$ cat config.mk
export PLATFORM = sky130hd
export DESIGN_NAME = legv8_control_unit
export DESIGN_NICKNAME = d
export VERILOG_FILES = /design/src/rtl/legv8_ctrl_pkg.sv /design/src/rtl/legv8_instr_decode.sv /design/src/rtl/legv8_control_unit.sv
export SDC_FILE = /design/constraint.sdc
export NUM_CORES = 1
export LEC_CHECK = 0
export ABC_AREA = 1
export CAP_MARGIN = 20
export CORE_ASPECT_RATIO = 2
export CORE_MARGIN = 2
export CORE_UTILIZATION = 30
export CTS_CLUSTER_DIAMETER = 150
export DETAILED_ROUTE_END_ITERATION = 12
export PLACE_DENSITY = 0.61
export SKIP_CTS_REPAIR_TIMING = 1
export SLEW_MARGIN = 5
export SYNTH_ARGS = -nofsm -noshare
export SYNTH_HDL_FRONTEND = slang
export SYNTH_HIERARCHICAL = 1
export SYNTH_SLANG_ARGS = --single-unit
$ cat constraint.sdc
create_clock -name CLK -period 3.5 [get_ports CLK]
set_input_delay 0.525 -clock CLK [delete_from_list [all_inputs] [get_ports CLK]]
set_output_delay 0.525 -clock CLK [all_outputs]
set_load 0.1 [all_outputs]
$ cat src/rtl/legv8_ctrl_pkg.sv
// Shared definitions for the LEGv8 multi-cycle controller: opcodes, ALU/PC
// function codes, FSM states, instruction classes and branch condition codes.
package legv8_ctrl_pkg;

  localparam logic [10:0] OP_ADD  = 11'b10001011000;
  localparam logic [10:0] OP_ADDS = 11'b10101011000;
  localparam logic [10:0] OP_SUB  = 11'b11001011000;
  localparam logic [10:0] OP_SUBS = 11'b11101011000;
  localparam logic [10:0] OP_AND  = 11'b10001010000;
  localparam logic [10:0] OP_ORR  = 11'b10101010000;
  localparam logic [10:0] OP_STUR = 11'b11111000000;
  localparam logic [10:0] OP_LDUR = 11'b11111000010;
  localparam logic [9:0]  OP_ADDI = 10'b1001000100;
  localparam logic [9:0]  OP_SUBI = 10'b1101000100;
  localparam logic [5:0]  OP_B     = 6'b000101;
  localparam logic [7:0]  OP_CBZ   = 8'b10110100;
  localparam logic [7:0]  OP_CBNZ  = 8'b10110101;
  localparam logic [7:0]  OP_BCOND = 8'b01010100;
  localparam logic [31:0] INSTR_HLT = 32'hD440_0000;

  localparam logic [4:0] FS_AND   = 5'b00000;
  localparam logic [4:0] FS_ORR   = 5'b00100;
  localparam logic [4:0] FS_ADD   = 5'b01000;
  localparam logic [4:0] FS_SUB   = 5'b01001;
  localparam logic [4:0] FS_PASSA = 5'b11100;

  localparam logic [1:0] PS_HOLD = 2'b00;
  localparam logic [1:0] PS_INC  = 2'b01;
  localparam logic [1:0] PS_OFF  = 2'b10;
  localparam logic [1:0] PS_LOAD = 2'b11;

  typedef enum logic [2:0] {
    ST_FETCH, ST_LOAD_IR, ST_EXEC, ST_MEM, ST_HALTED
  } state_t;

  typedef enum logic [3:0] {
    CL_NOP, CL_ADD, CL_ADDS, CL_SUB, CL_SUBS, CL_AND, CL_ORR, CL_ADDI,
    CL_SUBI, CL_STUR, CL_LDUR, CL_B, CL_CBZ, CL_CBNZ, CL_BCOND, CL_HLT
  } iclass_t;

  typedef enum logic [3:0] {
    CC_EQ, CC_NE, CC_HS, CC_LO, CC_MI, CC_PL, CC_VS, CC_VC,
    CC_HI, CC_LS, CC_GE, CC_LT, CC_GT, CC_LE, CC_AL, CC_NV
  } cond_t;

  // flags = {V,C,N,Z}
  function automatic logic cond_met(input cond_t cc, input logic [3:0] flags);
    logic v, c, n, z;
    {v, c, n, z} = flags;
    case (cc)
      CC_EQ:   return z;
      CC_NE:   return !z;
      CC_HS:   return c;
      CC_LO:   return !c;
      CC_MI:   return n;
      CC_PL:   return !n;
      CC_VS:   return v;
      CC_VC:   return !v;
      CC_HI:   return c && !z;
      CC_LS:   return !(c && !z);
      CC_GE:   return n == v;
      CC_LT:   return n != v;
      CC_GT:   return !z && (n == v);
      CC_LE:   return !(!z && (n == v));
      default: return 1'b1;
    endcase
  endfunction

endpackage

$ cat src/rtl/legv8_instr_decode.sv
// Combinational LEGv8 instruction decoder: class, register fields, extended
// immediates. B.cond is only recognised when LEGV8_BCOND_EN is defined.
module legv8_instr_decode
  import legv8_ctrl_pkg::*;
#(
  parameter int unsigned IW = 32,
  parameter int unsigned KW = 64
) (
  input  logic [IW-1:0] ir,
  output iclass_t       cls,
  output logic [4:0]    rd,
  output logic [4:0]    rn,
  output logic [4:0]    rm,
  output logic [KW-1:0] imm12_z,
  output logic [KW-1:0] imm9_s,
  output logic [KW-1:0] imm19_s,
  output logic [KW-1:0] imm26_s,
  output cond_t         cond
);

  always_comb begin
    rd      = ir[4:0];
    rn      = ir[9:5];
    rm      = ir[20:16];
    imm12_z = {{(KW-12){1'b0}}, ir[21:10]};
    imm9_s  = {{(KW-9){ir[20]}}, ir[20:12]};
    imm19_s = {{(KW-19){ir[23]}}, ir[23:5]};
    imm26_s = {{(KW-26){ir[25]}}, ir[25:0]};
    cond    = cond_t'(ir[3:0]);

    cls = CL_NOP;
    if (ir == INSTR_HLT)            cls = CL_HLT;
    else if (ir[31:21] == OP_ADD)   cls = CL_ADD;
    else if (ir[31:21] == OP_ADDS)  cls = CL_ADDS;
    else if (ir[31:21] == OP_SUB)   cls = CL_SUB;
    else if (ir[31:21] == OP_SUBS)  cls = CL_SUBS;
    else if (ir[31:21] == OP_AND)   cls = CL_AND;
    else if (ir[31:21] == OP_ORR)   cls = CL_ORR;
    else if (ir[31:21] == OP_STUR)  cls = CL_STUR;
    else if (ir[31:21] == OP_LDUR)  cls = CL_LDUR;
    else if (ir[31:22] == OP_ADDI)  cls = CL_ADDI;
    else if (ir[31:22] == OP_SUBI)  cls = CL_SUBI;
    else if (ir[31:26] == OP_B)     cls = CL_B;
    else if (ir[31:24] == OP_CBZ)   cls = CL_CBZ;
    else if (ir[31:24] == OP_CBNZ)  cls = CL_CBNZ;
`ifdef LEGV8_BCOND_EN
    else if (ir[31:24] == OP_BCOND && !ir[4]) cls = CL_BCOND;
`else
    else                            cls = CL_NOP;
`endif
  end

endmodule

$ cat src/rtl/legv8_control_unit.sv
// Multi-cycle LEGv8 controller: FETCH -> LOAD_IR -> EXEC (-> MEM) sequencing,
// instruction register, sticky HALT and the combinational datapath control word.
module legv8_control_unit
  import legv8_ctrl_pkg::*;
#(
  parameter int unsigned IW = 32,
  parameter int unsigned KW = 64
) (
  input  logic          CLK,
  input  logic          RST,
  input  logic [IW-1:0] INSTR_IN,
  input  logic [3:0]    PRESTAT,
  input  logic          Z_RAW,
  output logic [4:0]    SA,
  output logic [4:0]    SB,
  output logic [4:0]    DA,
  output logic          WR,
  output logic [4:0]    FS,
  output logic          C0,
  output logic [KW-1:0] K,
  output logic          M,
  output logic          EN_ALU,
  output logic          EN_B,
  output logic          EN_PC,
  output logic          EN_ADDR_ALU,
  output logic          EN_ADDR_PC,
  output logic          PC_SEL,
  output logic [1:0]    PS,
  output logic          RCS,
  output logic          RWE,
  output logic          ROE,
  output logic          SFL,
  output logic          HALT
);

  state_t        state_q, state_d;
  logic [IW-1:0] ir_q;
  logic          halt_q;

  iclass_t       cls;
  logic [4:0]    rd, rn, rm;
  logic [KW-1:0] imm12_z, imm9_s, imm19_s, imm26_s;
  cond_t         cond;

  legv8_instr_decode #(.IW(IW), .KW(KW)) u_decode (
    .ir      (ir_q),
    .cls     (cls),
    .rd      (rd),
    .rn      (rn),
    .rm      (rm),
    .imm12_z (imm12_z),
    .imm9_s  (imm9_s),
    .imm19_s (imm19_s),
    .imm26_s (imm26_s),
    .cond    (cond)
  );

  always_ff @(posedge CLK) begin
    if (!RST) begin
      state_q <= ST_FETCH;
      ir_q    <= '0;
      halt_q  <= 1'b0;
    end else begin
      state_q <= state_d;
      if (state_q == ST_LOAD_IR) ir_q <= INSTR_IN;
      if (state_q == ST_EXEC && cls == CL_HLT) halt_q <= 1'b1;
    end
  end

  always_comb begin
    state_d     = state_q;
    SA          = '0;
    SB          = '0;
    DA          = '0;
    WR          = 1'b0;
    FS          = '0;
    C0          = 1'b0;
    K           = '0;
    M           = 1'b0;
    EN_ALU      = 1'b0;
    EN_B        = 1'b0;
    EN_PC       = 1'b0;
    EN_ADDR_ALU = 1'b0;
    EN_ADDR_PC  = 1'b0;
    PC_SEL      = 1'b0;
    PS          = PS_HOLD;
    RCS         = 1'b0;
    RWE         = 1'b0;
    ROE         = 1'b0;
    SFL         = 1'b0;
    HALT        = halt_q && RST;

    if (RST) begin
      case (state_q)
        ST_FETCH: begin
          EN_ADDR_PC = 1'b1;
          RCS        = 1'b1;
          ROE        = 1'b1;
          state_d    = ST_LOAD_IR;
        end
        ST_LOAD_IR: begin
          // PC keeps addressing RAM until its increment lands at the edge
          EN_ADDR_PC = 1'b1;
          RCS        = 1'b1;
          ROE        = 1'b1;
          PS         = PS_INC;
          state_d    = ST_EXEC;
        end
        ST_EXEC: begin
          state_d = ST_FETCH;
          case (cls)
            CL_ADD, CL_ADDS, CL_SUB, CL_SUBS, CL_AND, CL_ORR: begin
              SA     = rn;
              SB     = rm;
              DA     = rd;
              WR     = (rd != 5'd31);
              EN_ALU = 1'b1;
              case (cls)
                CL_AND:  FS = FS_AND;
                CL_ORR:  FS = FS_ORR;
                CL_SUB, CL_SUBS: begin
                  FS = FS_SUB;
                  C0 = 1'b1;
                end
                default: FS = FS_ADD;
              endcase
              SFL = (cls == CL_ADDS) || (cls == CL_SUBS);
            end
            CL_ADDI, CL_SUBI: begin
              SA     = rn;
              DA     = rd;
              WR     = (rd != 5'd31);
              M      = 1'b1;
              K      = imm12_z;
              EN_ALU = 1'b1;
              FS     = (cls == CL_SUBI) ? FS_SUB : FS_ADD;
              C0     = (cls == CL_SUBI);
            end
            CL_STUR: begin
              SA          = rn;
              SB          = rd;
              M           = 1'b1;
              K           = imm9_s;
              FS          = FS_ADD;
              EN_ADDR_ALU = 1'b1;
              EN_B        = 1'b1;
              RCS         = 1'b1;
              RWE         = 1'b1;
            end
            CL_LDUR: begin
              SA          = rn;
              M           = 1'b1;
              K           = imm9_s;
              FS          = FS_ADD;
              EN_ADDR_ALU = 1'b1;
              RCS         = 1'b1;
              ROE         = 1'b1;
              state_d     = ST_MEM;
            end
            CL_B: begin
              PS = PS_OFF;
              K  = imm26_s - KW'(1);
            end
            CL_CBZ, CL_CBNZ: begin
              SA = rd;
              FS = FS_PASSA;
              if (Z_RAW == (cls == CL_CBZ)) begin
                PS = PS_OFF;
                K  = imm19_s - KW'(1);
              end
            end
            CL_BCOND: begin
              if (cond_met(cond, PRESTAT)) begin
                PS = PS_OFF;
                K  = imm19_s - KW'(1);
              end
            end
            CL_HLT:  state_d = ST_HALTED;
            default: ;
          endcase
        end
        ST_MEM: begin
          SA          = rn;
          M           = 1'b1;
          K           = imm9_s;
          FS          = FS_ADD;
          EN_ADDR_ALU = 1'b1;
          RCS         = 1'b1;
          ROE         = 1'b1;
          DA          = rd;
          WR          = (rd != 5'd31);
          state_d     = ST_FETCH;
        end
        ST_HALTED: state_d = ST_HALTED;
        default:   state_d = ST_FETCH;
      endcase
    end
  end

endmodule

==> flow_summary.yaml, run 1 <==
outcome:
  status: "finished clean"
yosys:
  synth.yosys.warnings: 6
  ys_types: 41
  synthArstFlopShare_pct: 0
  synth_top_cell_by_area: "nand2_1"
  synth_edf_count: 0
  synth.area.top_cells: "nand2_1, buf_4, nor2_1"
  avgSynthCellArea_sq_um: 4.96
  syn-cell-area_sq_um: 11400
  synth_seq_area_share_pct: 6.35
  synth_commonest_cells: "nand2_1, nor2_1, buf_4"
  ys_ff_latch: 36
  synth_cells: 2289
  post-synth-top-count-cell: "nand2_1"
  synth-main-ff-cell: "dfxtp_1"
  synth_top_area_share_pct: 27.2
global_routing:
  grtUsageTotal_pct: 20.5
  grt_pass1_vias: 12268
  grt_pass1_wl_mm: 63.7
  antenna_found_initial: 0
  grt_overflow_total: 0
  grt_max_degree: 131
timing:
  slew_headroom_pct: 50.0
  slew_violations: 0
  fin_crit_sh_pct: 96.9
  period_needed_ns: 3.39
  max_freq_ghz: 0.295
  setup_viol: 0
  tightest_slew_ns: 0.750
  finalHoldViolCount: 0
  setup_ws_ns: 0.107
  fin_setup_tns_ns: 0
  rsz0062_at_grt: "yes"
  clock-skew-final_ns: 0.00381
die:
  die_width_um: 142
  die_y_um: 279
  start_util_pct: 30.5
  io_pins: 139
  fp-row-count: 100
  dieArea_sq_um: 39500
  fp.coreArea_sq_um: 37300
cts:
  cts_tree: "yes"
  cts_max_path_buffers: 2
  cts_sinks: 36
  path_clk_slew_ns: 0.06
  htreeDepth: 2
  clockRootBuffer: "clkbuf_16"
  numCtsBuffers: 5
  insertion_delay_ns: 0.29
setup_path:
  worst_ep_required_time_ns: 2.97
  regToRegEndpoint: "state_q[0]"
  cp-start-kind: "flip-flop"
  r2r-start: "ir_q[31]"
  r2r.worst_path.cells: 13
  crit_type: "reg2out"
  crit_fanout: 5
  crit_path_end_kind: "primary output"
  max_stage_delay_ns: 0.38
  slowest_stage: "dfxtp_4"
  r2r_slack_ns: 1.51
  worstPathCellList: "nand2_1, nor3_2, nand3_2, nor2_2, inv_2, nand2_4, inv_1, nor2_4, inv_2, nor2_4, buf_6, nor3_4, a21oi_4, buf_6, clkbuf_16, nand2_2, nand2_2, buf_12"
  arrival_ns: 2.87
  critPathLaunch: "ir_q[31]"
placement:
  dp_cells: 2703
  port_buffers: 135
  post-place-ws_ns: -0.0548
  placed_cell_area_sq_um: 13200
  hpwl_mm: 33.7
  gp_congestion: 1.01
min_path:
  holdPathStages: 2
  min_path_type: "reg2reg"
  hp-start: "halt_q"
  whs_endpoint: "halt_q"
finish:
  area_growth_pct: 25.5
  nets: 2323
  fin_area_sq_um: 14200
  layout-drive-gt1-share_pct: 19.8
  fillers: 4118
  final_cells: 2742
  post-route-util_pct: 38.2
  antennaDiodeCount: 0
detailed_routing:
  dr.first_iter.drc_count: 729
  wl_mm: 42.9
  detail_route.wl_per_cell_um: 15.6
  vias_per_cell: 4.73
  drc: 0
  vias: 12969
  drtPass1Iterations: 5
  ant_nets: 0
power:
  powerDensity_nw_per_um2: 213
  ir_drop_mv: 0.341
  power_leakage_uw: 0.00706
job:
  max-cap-violations: 0
-- cell families (layout without fill, tap and decap cells) --
| group | after synthesis | count (layout) | synth area share (%) |
|---|---|---|---|
| DFF | 36 | 36 | 6.35 |
| and+or+nand+nor | 1471 | 1471 | 51.7 |
| other | 2 | 55 | 0.0661 |
| buffers and inverters | 597 | 538 | 29.9 |
| AOI/OAI and AO/OA | 136 | 136 | 8.27 |
| xor gates and xnor gates | 45 | 45 | 3.47 |
| adders and majority gates | 2 | 2 | 0.220 |
-- cell usage in the layout (no fill, tap or decap), types with 11 or more instances in the layout --
cell type / instances
inv_2: 21
nor2_4: 20
nor2_1: 411
nand2_4: 11
buf_12: 107
nor2_2: 26
a22o_1: 40
nand3_1: 140
clkdlybuf4s50_1: 38
xor2_1: 25
nand2_2: 73
xnor2_1: 20
a21oi_1: 12
nand4_1: 11
inv_1: 228
dfxtp_1: 22
conb_1: 55
buf_6: 11
nand2_1: 742
o21ai_0: 42
buf_4: 94
clkinv_1: 13
clkbuf_16: 11
-- worst max path at each step --
| stage | to | slack (ns) | cells past startpoint |
|---|---|---|---|
| 2_1_floorplan | SA[0] | -0.16 | 14 |
| 3_3_place_gp | K[6] | -0.06 | 19 |
| 3_5_place_dp | K[6] | -0.05 | 19 |
| 4_1_cts | K[6] | -0.39 | 19 |
| 5_1_grt | K[2] | -0.05 | 21 |
| 6_report | K[61] | 0.11 | 18 |
-- through the flow --
stage          power, uW  hold WS [ns]
3_3_place_gp        2280         0.435
2_1_floorplan       2080         0.417
4_1_cts             2970         0.485
5_1_grt             3270         0.518
3_5_place_dp        2290         0.471
6_report            3030         0.477
-- final cells by class --
type / instances / area [sq um] / area share, %
clock inverters: 3 / 90.1 / 0.632
repair buffers: 259 / 3550 / 24.9
well taps: 459 / 574 / 4.03
inverters: 270 / 1040 / 7.31
repair inverters: 1 / 7.51 / 0.0527
clock buffers: 5 / 125 / 0.878
flip-flops and latches: 36 / 761 / 5.34
multi-input cells: 1709 / 8100 / 56.9
-- state kept, by name, indices dropped and copies added (netlist names) --
signal   cells
ir_q        32
halt_q       1
state_q      3
-- per-layer routing --
metal	global-route usage, %	wire [um]	part of all wire, %	vias up
met4	14.3	3510	8.2	0
met3	1.58	1620	3.8	141
met1	19.7	14500	34	5745
met2	40.1	23300	54	412
met5	0	0	0	-
li1	-	-	-	6671
-- critical path, delay by kind of cell, from the launching register on --
kind,cells,cell delay (ns)
AO/OA/AOI/OAI,1,0.21
buffers and inverters,7,0.87
flip-flops,1,0.38
AND/OR/NAND/NOR,10,1.10
-- power breakdown --
group | switching [uW] | internal (uW) | total (uW)
Combinational | 1310 | 561 | 1870
Sequential | 42.6 | 450 | 493
Clock | 186 | 481 | 666
Total | 1540 | 1490 | 3030
Power figures use the tool's default switching activity.
==> run 2: changes to the inputs <==
--- a/config.mk
+++ b/config.mk
@@ -12,7 +12,6 @@
 export CORE_UTILIZATION = 30
 export CTS_CLUSTER_DIAMETER = 150
 export DETAILED_ROUTE_END_ITERATION = 12
-export PLACE_DENSITY = 0.61
 export SKIP_CTS_REPAIR_TIMING = 1
 export SLEW_MARGIN = 5
 export SYNTH_ARGS = -nofsm -noshare
==> flow_summary.yaml, run 2 (same netlist as run 1, synthesis figures left out) <==
outcome:
  status: "finished clean"
placement:
  gp_congestion: 1.02
  port_buffers: 135
  dp_cells: 2702
  placed_cell_area_sq_um: 13200
  hpwl_mm: 33.9
finish:
  largest_reg_flops: 32
  fin_area_sq_um: 14400
  top_regs: "ir_q: 32 flops, state_q: 3 flops, halt_q: 1 flops"
  antennaDiodeCount: 0
  post-route-util_pct: 38.6
  area_growth_pct: 26.9
  fillers: 4089
  layout_commonest_cell: "nand2_1"
  final_cells: 2742
  nets: 2323
  regMostFlops: "ir_q"
  layout_common_cells: "nand2_1, nor2_1, inv_1"
  layout-drive-gt1-share_pct: 20.6
timing:
  slew_headroom_pct: 48.2
  max_freq_ghz: 0.287
  setup_viol: 0
  fin_setup_tns_ns: 0
  slew_violations: 0
  clock-skew-final_ns: 0.00441
  finalHoldViolCount: 0
  period_needed_ns: 3.48
  rsz0062_at_grt: "yes"
  whs_ns: 0.457
  fin_crit_sh_pct: 99.5
  tightest_slew_ns: 0.778
global_routing:
  grt_overflow_total: 0
  grt_pass1_wl_mm: 63.0
  grtUsageTotal_pct: 20.3
  grt_pass1_vias: 11978
  grt_max_degree: 100
  antenna_found_initial: 0
die:
  start_util_pct: 30.5
  die_width_um: 142
  io_pins: 139
  dieArea_sq_um: 39500
  fp.coreArea_sq_um: 37300
  fp-row-count: 100
  die_y_um: 279
cts:
  numCtsBuffers: 5
  insertion_delay_ns: 0.28
  cts_tree: "yes"
  cts_max_path_buffers: 2
  htreeDepth: 2
  cts_sinks: 36
  path_clk_slew_ns: 0.05
  clockRootBuffer: "clkbuf_16"
power:
  powerDensity_nw_per_um2: 198
  pwr-share-comb_pct: 65.1
  internal_power_uw: 1350
  swShare_pct: 52.9
  p_seq_share_pct: 17.2
  clock_power_share_pct: 17.7
  ir_drop_mv: 0.253
  power_switching_uw: 1510
  power_leakage_uw: 0.00722
min_path:
  min_path_type: "reg2reg"
  hp-start: "halt_q"
detailed_routing:
  vias: 12868
  drtPass1Iterations: 7
  detail_route.wl_per_cell_um: 15.8
  dr.first_iter.drc_count: 667
  vias_per_cell: 4.69
  drc: 0
  wl_mm: 43.4
  ant_nets: 0
setup_path:
  cp-start-kind: "flip-flop"
  crit_fanout: 5
  arrival_ns: 2.96
  worst_ep_required_time_ns: 2.97
  crit_type: "reg2out"
  crit_path_end_kind: "primary output"
  r2r-start: "ir_q[9]"
  critPathLaunch: "ir_q[9]"
job:
  max-cap-violations: 0
==> run 2: critical path, stage by stage, from the launching register on <==
cell and delay, ns:
dfxtp_1 0.30, nor2_1 0.14, nand2_2 0.13, nor2_1 0.12
buf_4 0.11, nand3_1 0.08, nor2_2 0.17, inv_2 0.08
nand2_2 0.11, buf_6 0.13, nand2_2 0.10, nor2_4 0.14
buf_6 0.12, nor3_4 0.04, a21oi_4 0.21, buf_6 0.19
clkbuf_16 0.19, nand2_4 0.05, nand2_2 0.07, buf_12 0.17
==> run 2: worst paths after layout <==
kind,endpoint,cells after the start,slack [ns]
hold / removal,halt_q,2,0.46
setup reg to reg,state_q[0],16,1.38
hold reg to reg,halt_q,2,0.46
setup / recovery,K[46],19,0.02
==> run 2: per-stage QoR <==
| step | total power (uW) | worst slack, ns |
|---|---|---|
| global route | 3090 | -0.0956 |
| detailed placement | 2280 | 0.0431 |
| floorplan | 2080 | -0.158 |
| CTS | 2800 | -0.262 |
| finish | 2860 | 0.0169 |
| global placement | 2270 | 0.0278 |
==> run 2: power by group through the flow <==
stage          Clock [uW]  Combinational (uW)  Sequential, uW
6_report              505                1860             493
5_1_grt               529                2060             499
4_1_cts               515                1790             488
3_5_place_dp            0                1790             496
3_3_place_gp            0                1770             495
2_1_floorplan           0                1550             526
==> run 2: per-layer routing <==
| metal | part of all wire, % | global-route usage [%] |
|---|---|---|
| met4 | 9.1 | 13.9 |
| met1 | 34 | 19.7 |
| met3 | 3.8 | 1.49 |
| met2 | 53 | 39.7 |
| met5 | 0 | 0 |
==> run 2: cell type report <==
class | instances | area [sq um] | share of cell area, %
multi-input combinational | 1709 | 8240 | 57.2
timing repair buffer | 260 | 3640 | 25.3
inverter | 270 | 1040 | 7.20
sequential | 36 | 747 | 5.18
tap | 459 | 574 | 3.99
clock buffer | 6 | 129 | 0.894
clock inverter | 2 | 35.0 | 0.243
